$ cat config.mk
export PLATFORM = sky130hd
export DESIGN_NAME = popcount11_unary_tx_flat
export DESIGN_NICKNAME = d
export VERILOG_FILES = /design/src/rtl/popcount11_pkg.sv /design/src/rtl/popcount11_unary_tx_if.sv /design/src/rtl/popcount11_therm_enc.sv /design/src/rtl/popcount11_unary_tx.sv /design/src/flat_wrapper.sv
export SDC_FILE = /design/constraint.sdc
export NUM_CORES = 1
export LEC_CHECK = 0
export BUFFER_PORTS_ARGS = -buffer_cell sky130_fd_sc_hd__buf_2
export CAP_MARGIN = 15
export CORE_MARGIN = 4
export CORE_UTILIZATION = 55
export DETAILED_ROUTE_END_ITERATION = 16
export PLACE_DENSITY = 0.77
export RECOVER_POWER = 100
export SYNTH_ARGS = -nofsm -noshare
export SYNTH_HDL_FRONTEND = slang
export SYNTH_HIERARCHICAL = 1
export SYNTH_SLANG_ARGS = --single-unit
$ cat constraint.sdc
create_clock -name clk -period 2.9 [get_ports clk]
set_clock_uncertainty 0.2 [all_clocks]
set_input_delay 0.145 -clock clk [delete_from_list [all_inputs] [get_ports clk]]
set_output_delay 0.145 -clock clk [all_outputs]
set_load 0.03 [all_outputs]
$ cat src/rtl/popcount11_pkg.sv
// Shared constants, state type and thermometer helper for the popcount11 unary
// transmitter family.
//   N_BITS : unary word length / serial beats per count
//   CW     : count width, ceil(log2(N_BITS+1))
//   therm(): clamp a count to N_BITS and expand it to a thermometer word
package popcount11_pkg;

  localparam int N_BITS = 11;
  localparam int CW     = 4;

  typedef enum logic [0:0] {
    IDLE  = 1'b0,
    SHIFT = 1'b1
  } tx_state_t;

  // Bit i is set when i < count; counts above N_BITS saturate to all ones
  // because the loop only spans N_BITS positions.
  function automatic logic [N_BITS-1:0] therm(input logic [CW-1:0] count);
    logic [N_BITS-1:0] w;
    w = '0;
    for (int i = 0; i < N_BITS; i++) begin
      w[i] = (CW'(i) < count);
    end
    return w;
  endfunction

endpackage

$ cat src/rtl/popcount11_unary_tx_if.sv
// Handshake bundle between a count producer / serial sink and popcount11_unary_tx.
//   in_valid/in_ready/in_count      : count input handshake
//   ser_valid/ser_ready/ser_bit/ser_last : serial unary stream
//   par_word                        : thermometer word of the last accepted count
//   sat_err                         : only when POPCOUNT11_SAT_FLAG_EN is defined
// Modports: master = producer/sink side, slave = transmitter side.
interface popcount11_unary_tx_if;
  import popcount11_pkg::*;

  logic              in_valid;
  logic              in_ready;
  logic [CW-1:0]     in_count;
  logic              ser_valid;
  logic              ser_ready;
  logic              ser_bit;
  logic              ser_last;
  logic [N_BITS-1:0] par_word;
`ifdef POPCOUNT11_SAT_FLAG_EN
  logic              sat_err;
`endif

  modport master (
    output in_valid, in_count, ser_ready,
    input  in_ready, ser_valid, ser_bit, ser_last, par_word
`ifdef POPCOUNT11_SAT_FLAG_EN
    , input sat_err
`endif
  );

  modport slave (
    input  in_valid, in_count, ser_ready,
    output in_ready, ser_valid, ser_bit, ser_last, par_word
`ifdef POPCOUNT11_SAT_FLAG_EN
    , output sat_err
`endif
  );

endinterface

$ cat src/rtl/popcount11_therm_enc.sv
// Combinational clamp + thermometer expansion of a count.
//   count : CW-bit count, 0..15 legal on the wire
//   word  : N_BITS thermometer word with min(count, N_BITS) low bits set
module popcount11_therm_enc
  import popcount11_pkg::*;
(
  input  logic [CW-1:0]     count,
  output logic [N_BITS-1:0] word
);

  assign word = therm(count);

endmodule

$ cat src/rtl/popcount11_unary_tx.sv
// Expands an accepted 4-bit count into an 11-bit thermometer word and streams it
// one bit per valid/ready beat.
//   clk, rst : clock, asynchronous active-high reset
//   bus      : popcount11_unary_tx_if.slave (count input, serial output, par_word)
// Optional: POPCOUNT11_SAT_FLAG_EN adds a registered sat_err flag (count > N_BITS).
// LSB_FIRST selects whether word bit 0 or bit N_BITS-1 leaves first.
module popcount11_unary_tx
  import popcount11_pkg::*;
#(
  parameter bit LSB_FIRST = 1'b1
) (
  input  logic                clk,
  input  logic                rst,
  popcount11_unary_tx_if.slave bus
);

  localparam logic [0:0] ST_IDLE  = 1'b0;
  localparam logic [0:0] ST_SHIFT = 1'b1;

  logic [0:0]        state_r;
  logic [N_BITS-1:0] shreg_r;
  logic [N_BITS-1:0] par_word_r;
  logic [CW-1:0]     beat_cnt_r;
  logic [N_BITS-1:0] enc_word_s;
  logic              ser_last_s;
  logic              in_ready_s;
  logic              accept_s;
  logic              beat_s;

  popcount11_therm_enc u_enc (
    .count (bus.in_count),
    .word  (enc_word_s)
  );

  // The counter is cleared on return to IDLE, so ser_last can only be high in SHIFT.
  assign ser_last_s = (beat_cnt_r == CW'(N_BITS - 1));
  assign beat_s     = (state_r == ST_SHIFT) & bus.ser_ready;
  // Taking the last beat frees the register in the same cycle: no bubble between words.
  assign in_ready_s = (state_r == ST_IDLE) | (ser_last_s & bus.ser_ready);
  assign accept_s   = bus.in_valid & in_ready_s;

  assign bus.in_ready  = in_ready_s;
  assign bus.ser_valid = (state_r == ST_SHIFT);
  assign bus.ser_last  = ser_last_s;
  assign bus.ser_bit   = LSB_FIRST ? shreg_r[0] : shreg_r[N_BITS-1];
  assign bus.par_word  = par_word_r;

  // Word load on accept, shift and count on each beat, return to IDLE after the last beat.
  always_ff @(posedge clk or posedge rst) begin
    if (rst) begin
      state_r    <= ST_IDLE;
      shreg_r    <= '0;
      par_word_r <= '0;
      beat_cnt_r <= '0;
    end else if (accept_s) begin
      state_r    <= ST_SHIFT;
      shreg_r    <= enc_word_s;
      par_word_r <= enc_word_s;
      beat_cnt_r <= '0;
    end else if (beat_s) begin
      if (ser_last_s) begin
        // Clearing the shifter keeps ser_bit low while idle.
        state_r    <= ST_IDLE;
        shreg_r    <= '0;
        beat_cnt_r <= '0;
      end else begin
        shreg_r    <= LSB_FIRST ? (shreg_r >> 1) : (shreg_r << 1);
        beat_cnt_r <= beat_cnt_r + CW'(1);
      end
    end
  end

`ifdef POPCOUNT11_SAT_FLAG_EN
  logic sat_err_r;

  // Saturation flag captured with each accepted count and held until the next one.
  always_ff @(posedge clk or posedge rst) begin
    if (rst) begin
      sat_err_r <= 1'b0;
    end else if (accept_s) begin
      sat_err_r <= (bus.in_count > CW'(N_BITS));
    end
  end

  assign bus.sat_err = sat_err_r;
`endif

endmodule
$ cat src/flat_wrapper.sv
// flat-port wrapper written by rule: the top's interface ports become plain ports
module popcount11_unary_tx_flat import popcount11_pkg::*;
#(
  parameter bit LSB_FIRST = 1'b1
)
  (clk, rst, bus_in_valid, bus_in_count, bus_ser_ready, bus_in_ready, bus_ser_valid, bus_ser_bit, bus_ser_last, bus_par_word);
  popcount11_unary_tx_if bus_i ();
  input  logic clk;
  input  logic rst;
  input wire logic [$bits(bus_i.in_valid)-1:0] bus_in_valid;
  input wire logic [$bits(bus_i.in_count)-1:0] bus_in_count;
  input wire logic [$bits(bus_i.ser_ready)-1:0] bus_ser_ready;
  output wire logic [$bits(bus_i.in_ready)-1:0] bus_in_ready;
  output wire logic [$bits(bus_i.ser_valid)-1:0] bus_ser_valid;
  output wire logic [$bits(bus_i.ser_bit)-1:0] bus_ser_bit;
  output wire logic [$bits(bus_i.ser_last)-1:0] bus_ser_last;
  output wire logic [$bits(bus_i.par_word)-1:0] bus_par_word;
  assign bus_i.in_valid = bus_in_valid;
  assign bus_i.in_count = bus_in_count;
  assign bus_i.ser_ready = bus_ser_ready;
  assign bus_in_ready = bus_i.in_ready;
  assign bus_ser_valid = bus_i.ser_valid;
  assign bus_ser_bit = bus_i.ser_bit;
  assign bus_ser_last = bus_i.ser_last;
  assign bus_par_word = bus_i.par_word;
  popcount11_unary_tx #(.LSB_FIRST(LSB_FIRST)) u_core (.clk(clk), .rst(rst), .bus(bus_i));
endmodule
==> summary.log <==
INFO  sta            timing_max_transition_violations_final=0
INFO  grt            grt_antenna_before_repair=0
INFO  die            core_region_area=2230squm
INFO  grt            grt_use_total=18.9%
INFO  critical_path  cell_family_with_the_largest_share_of_critical_path_delay=buffers and inverters
INFO  critical_path  slowest_cp_cell=dfrtp_1
INFO  clock_network  post-cts-setup-buffer-count=0
INFO  grt            grt_pass1_wl=4.75mm
INFO  critical_path  path_buf_inv=2
INFO  place          place.port_buffers=22
INFO  job            count_of_maximum_capacitance_violations=0
INFO  die            placement_rows=17
INFO  sta            setup_violations=0
INFO  logic_synthesis count_of_state_elements_after_synthesis=27
INFO  sta            timing.final.crit_period=2.22ns
INFO  clock_network  clock-sinks=27
INFO  logic_synthesis synth_seq_area_share=52.0%
INFO  logic_synthesis netlist.area_leader.share=52.0%
INFO  clock_network  root_buffer=clkbuf_4
INFO  logic_synthesis synth_most_common_cell=dfrtp_1
INFO  grt            grt-ovfl-total=0
INFO  drt            first_pass_iters=4
INFO  logic_synthesis postSynth.asyncResetShare=100%
INFO  logic_synthesis syn_inst=107
INFO  logic_synthesis netlist_area=1300squm
INFO  logic_synthesis synthDistinctLibCells=35
INFO  clock_network  cts_tree=built
INFO  drt            drt_drc_violations_left=0
INFO  clock_network  cts-buffers-inserted=3
INFO  drt            detailedRoute.firstIterationViolations=34
INFO  sta            worst-slew-pin-transition=1.00ns
INFO  die            fp.dieH=56.6microns
INFO  place          gpl.final_weighted_congestion=0.827
INFO  sta            worst_slew_margin_rel=33.3%
INFO  clock_network  clk_latency=0.32ns
INFO  final_layout   num-fill-cells=198
INFO  drt            detail_route.wirelength=2.74mm
INFO  die            area_of_the_die=3200squm
INFO  critical_path  setup.worst_path.start_class=register
INFO  power          finalPower=1.31mW
INFO  sta            period_utilization_post_route=76.4%
INFO  grt            grt_max_degree=28
INFO  drt            detail_route.vias_per_cell=5.95
INFO  final_layout   drive_gt1_share=15.4%
INFO  logic_synthesis syn-num-nets=117
INFO  critical_path  crit_arrival=2.23ns
INFO  clock_network  post_cts.resized_instances=0
INFO  final_layout   fin_nets=141
INFO  critical_path  critical_path_class=register to register
INFO  logic_synthesis yosysTopAreaCell=dfrtp_1
INFO  critical_path  worstPathMaxFanout=22
INFO  logic_synthesis synth-edff-count=0
INFO  clock_network  clkTransAtPathRegs=0.15ns
INFO  drt            postRouteAntennaNets=0
INFO  grt            first_global_vias=950
INFO  sta            achievable-frequency=451MHz
INFO  die            ios=23
INFO  power          power.static_leakage=0.642nW
INFO  critical_path  path_cells=inv_1 -> ha_1 -> nand4b_1 -> a21oi_2 -> clkbuf_2 -> mux2_2
INFO  sta            setup_total_negative_slack=0ns
INFO  final_layout   areaGrowthSynthToFinish=10.5%
INFO  clock_network  cts_buffer_depth=2
INFO  sta            rsz_0062_raised_after_global_routing=no
INFO  critical_path  critPathRequiredTime=2.91ns
INFO  critical_path  ff2ff_setup_slack=0.68ns
INFO  clock_network  h-tree-depth=1
INFO  power          power_density=912nW/um^2
INFO  critical_path  timing.critical_path.slowest_cell_delay=0.46ns
INFO  power          vdd.ir_drop.worst=0.613mV
INFO  sta            finalHoldViolations=0
INFO  logic_synthesis yosys-top-cells-area=dfrtp_1, mux2_1, a221o_1
INFO  worst_hold_path worstHoldPathType=input port to register
INFO  logic_synthesis postSynth.topFlopCell=dfrtp_1
INFO  final_layout   antenna_cells=0
INFO  die            initial_core_util=58.2%
INFO  drt            vias=940
INFO  logic_synthesis yosysWarningCount=6
INFO  logic_synthesis synthesis.area_per_instance=12.1squm
INFO  logic_synthesis netlist_top_cells_count=dfrtp_1, a221o_1, mux2_1
INFO  critical_path  cp-end-kind=register
INFO  die            die_x=56.6microns
INFO  place          place.detailed.hpwl=1.88mm
INFO  drt            detail_route.wl_per_cell=17.4microns
INFO  outcome        outcome=completed
logic make-up after synthesis:
logic type	Yosys count	synth area share (%)
buffers and inverters	10	4.82
flip-flops	27	52.0
multiplexers	12	10.3
AO/OA/AOI/OAI	26	16.7
adder cells (fa/ha/maj)	2	1.93
AND/OR/NAND/NOR	30	14.3
state kept, by name (all words and copies together), names as in the netlist:
register              count
u_core/bus.par_word      11
u_core/shreg_r           11
u_core/beat_cnt_r         4
u_core/bus.ser_valid      1
cell type report:
class                      count  area, sq um  area share (%)
sequential                    27          676            47.1
timing repair buffer          26          126            8.81
clock buffer                   4         26.3            1.83
inverter                       3         11.3           0.785
multi-input combinational     70          561            39.1
tap                           28         35.0            2.44
where the power goes:
part	switching, mW	internal [mW]	total (mW)
registers	0.107	0.527	0.634
logic	0.328	0.185	0.513
clock network	0.109	0.0537	0.162
total	0.543	0.766	1.31
routing by layer:
layer,GRT usage [%],wire (microns),part of all wire (%)
met1,26.8,1210,44
met2,29.5,1380,50
met3,3.45,135,4.9
met4,5.42,23,0.84
met5,0,0,0
layout by cell type, fill, tap and decap left out, types with 2 or more instances in the layout:
cell / count
ha_1: 2
mux2_1: 9
inv_1: 3
o21ai_0: 2
nand2_1: 6
or3_1: 3
nor3b_1: 2
a21oi_1: 3
a21o_2: 2
nand2b_1: 2
clkbuf_4: 3
dlygate4sd3_1: 3
buf_2: 7
mux2_2: 2
clkbuf_1: 16
dfrtp_1: 27
and2_0: 10
a221o_1: 10
a31oi_1: 2
timing repair:
item,CTS,global route
hold buffers,3,0
endpoints found under the hold margin,31,0
setup endpoints to repair,0,0
path summary, 6_finish.rpt:
| path | start | cells after the start | to |
|---|---|---|---|
| min in group asynchronous | rst | 3 | u_core/beat_cnt_r[2] |
| setup reg to reg | u_core/beat_cnt_r[0] | 6 | u_core/bus.par_word[9] |
| setup / recovery | u_core/beat_cnt_r[0] | 6 | u_core/bus.par_word[9] |
| hold reg to reg | u_core/bus.par_word[4] | 1 | u_core/bus.par_word[4] |
| max in group asynchronous | rst | 3 | u_core/bus.par_word[5] |
| hold / removal | bus_in_count[3] | 2 | u_core/bus.par_word[7] |
stage by stage:
stage	util (%)	instances	hold slack (ns)	area (sq um)	setup slack [ns]
after global routing	64.3	158	0.0290	1440	0.617
after detailed placement	62.7	151	0.224	1400	0.939
after CTS	65.2	158	0.0191	1460	0.901
final	64.3	158	0.0121	1440	0.684
after global placement	62.7	151	0.215	1400	1.00
after floorplan	-	107	-0.00228	1300	1.15
No activity file was read; power rests on OpenSTA's default activity.
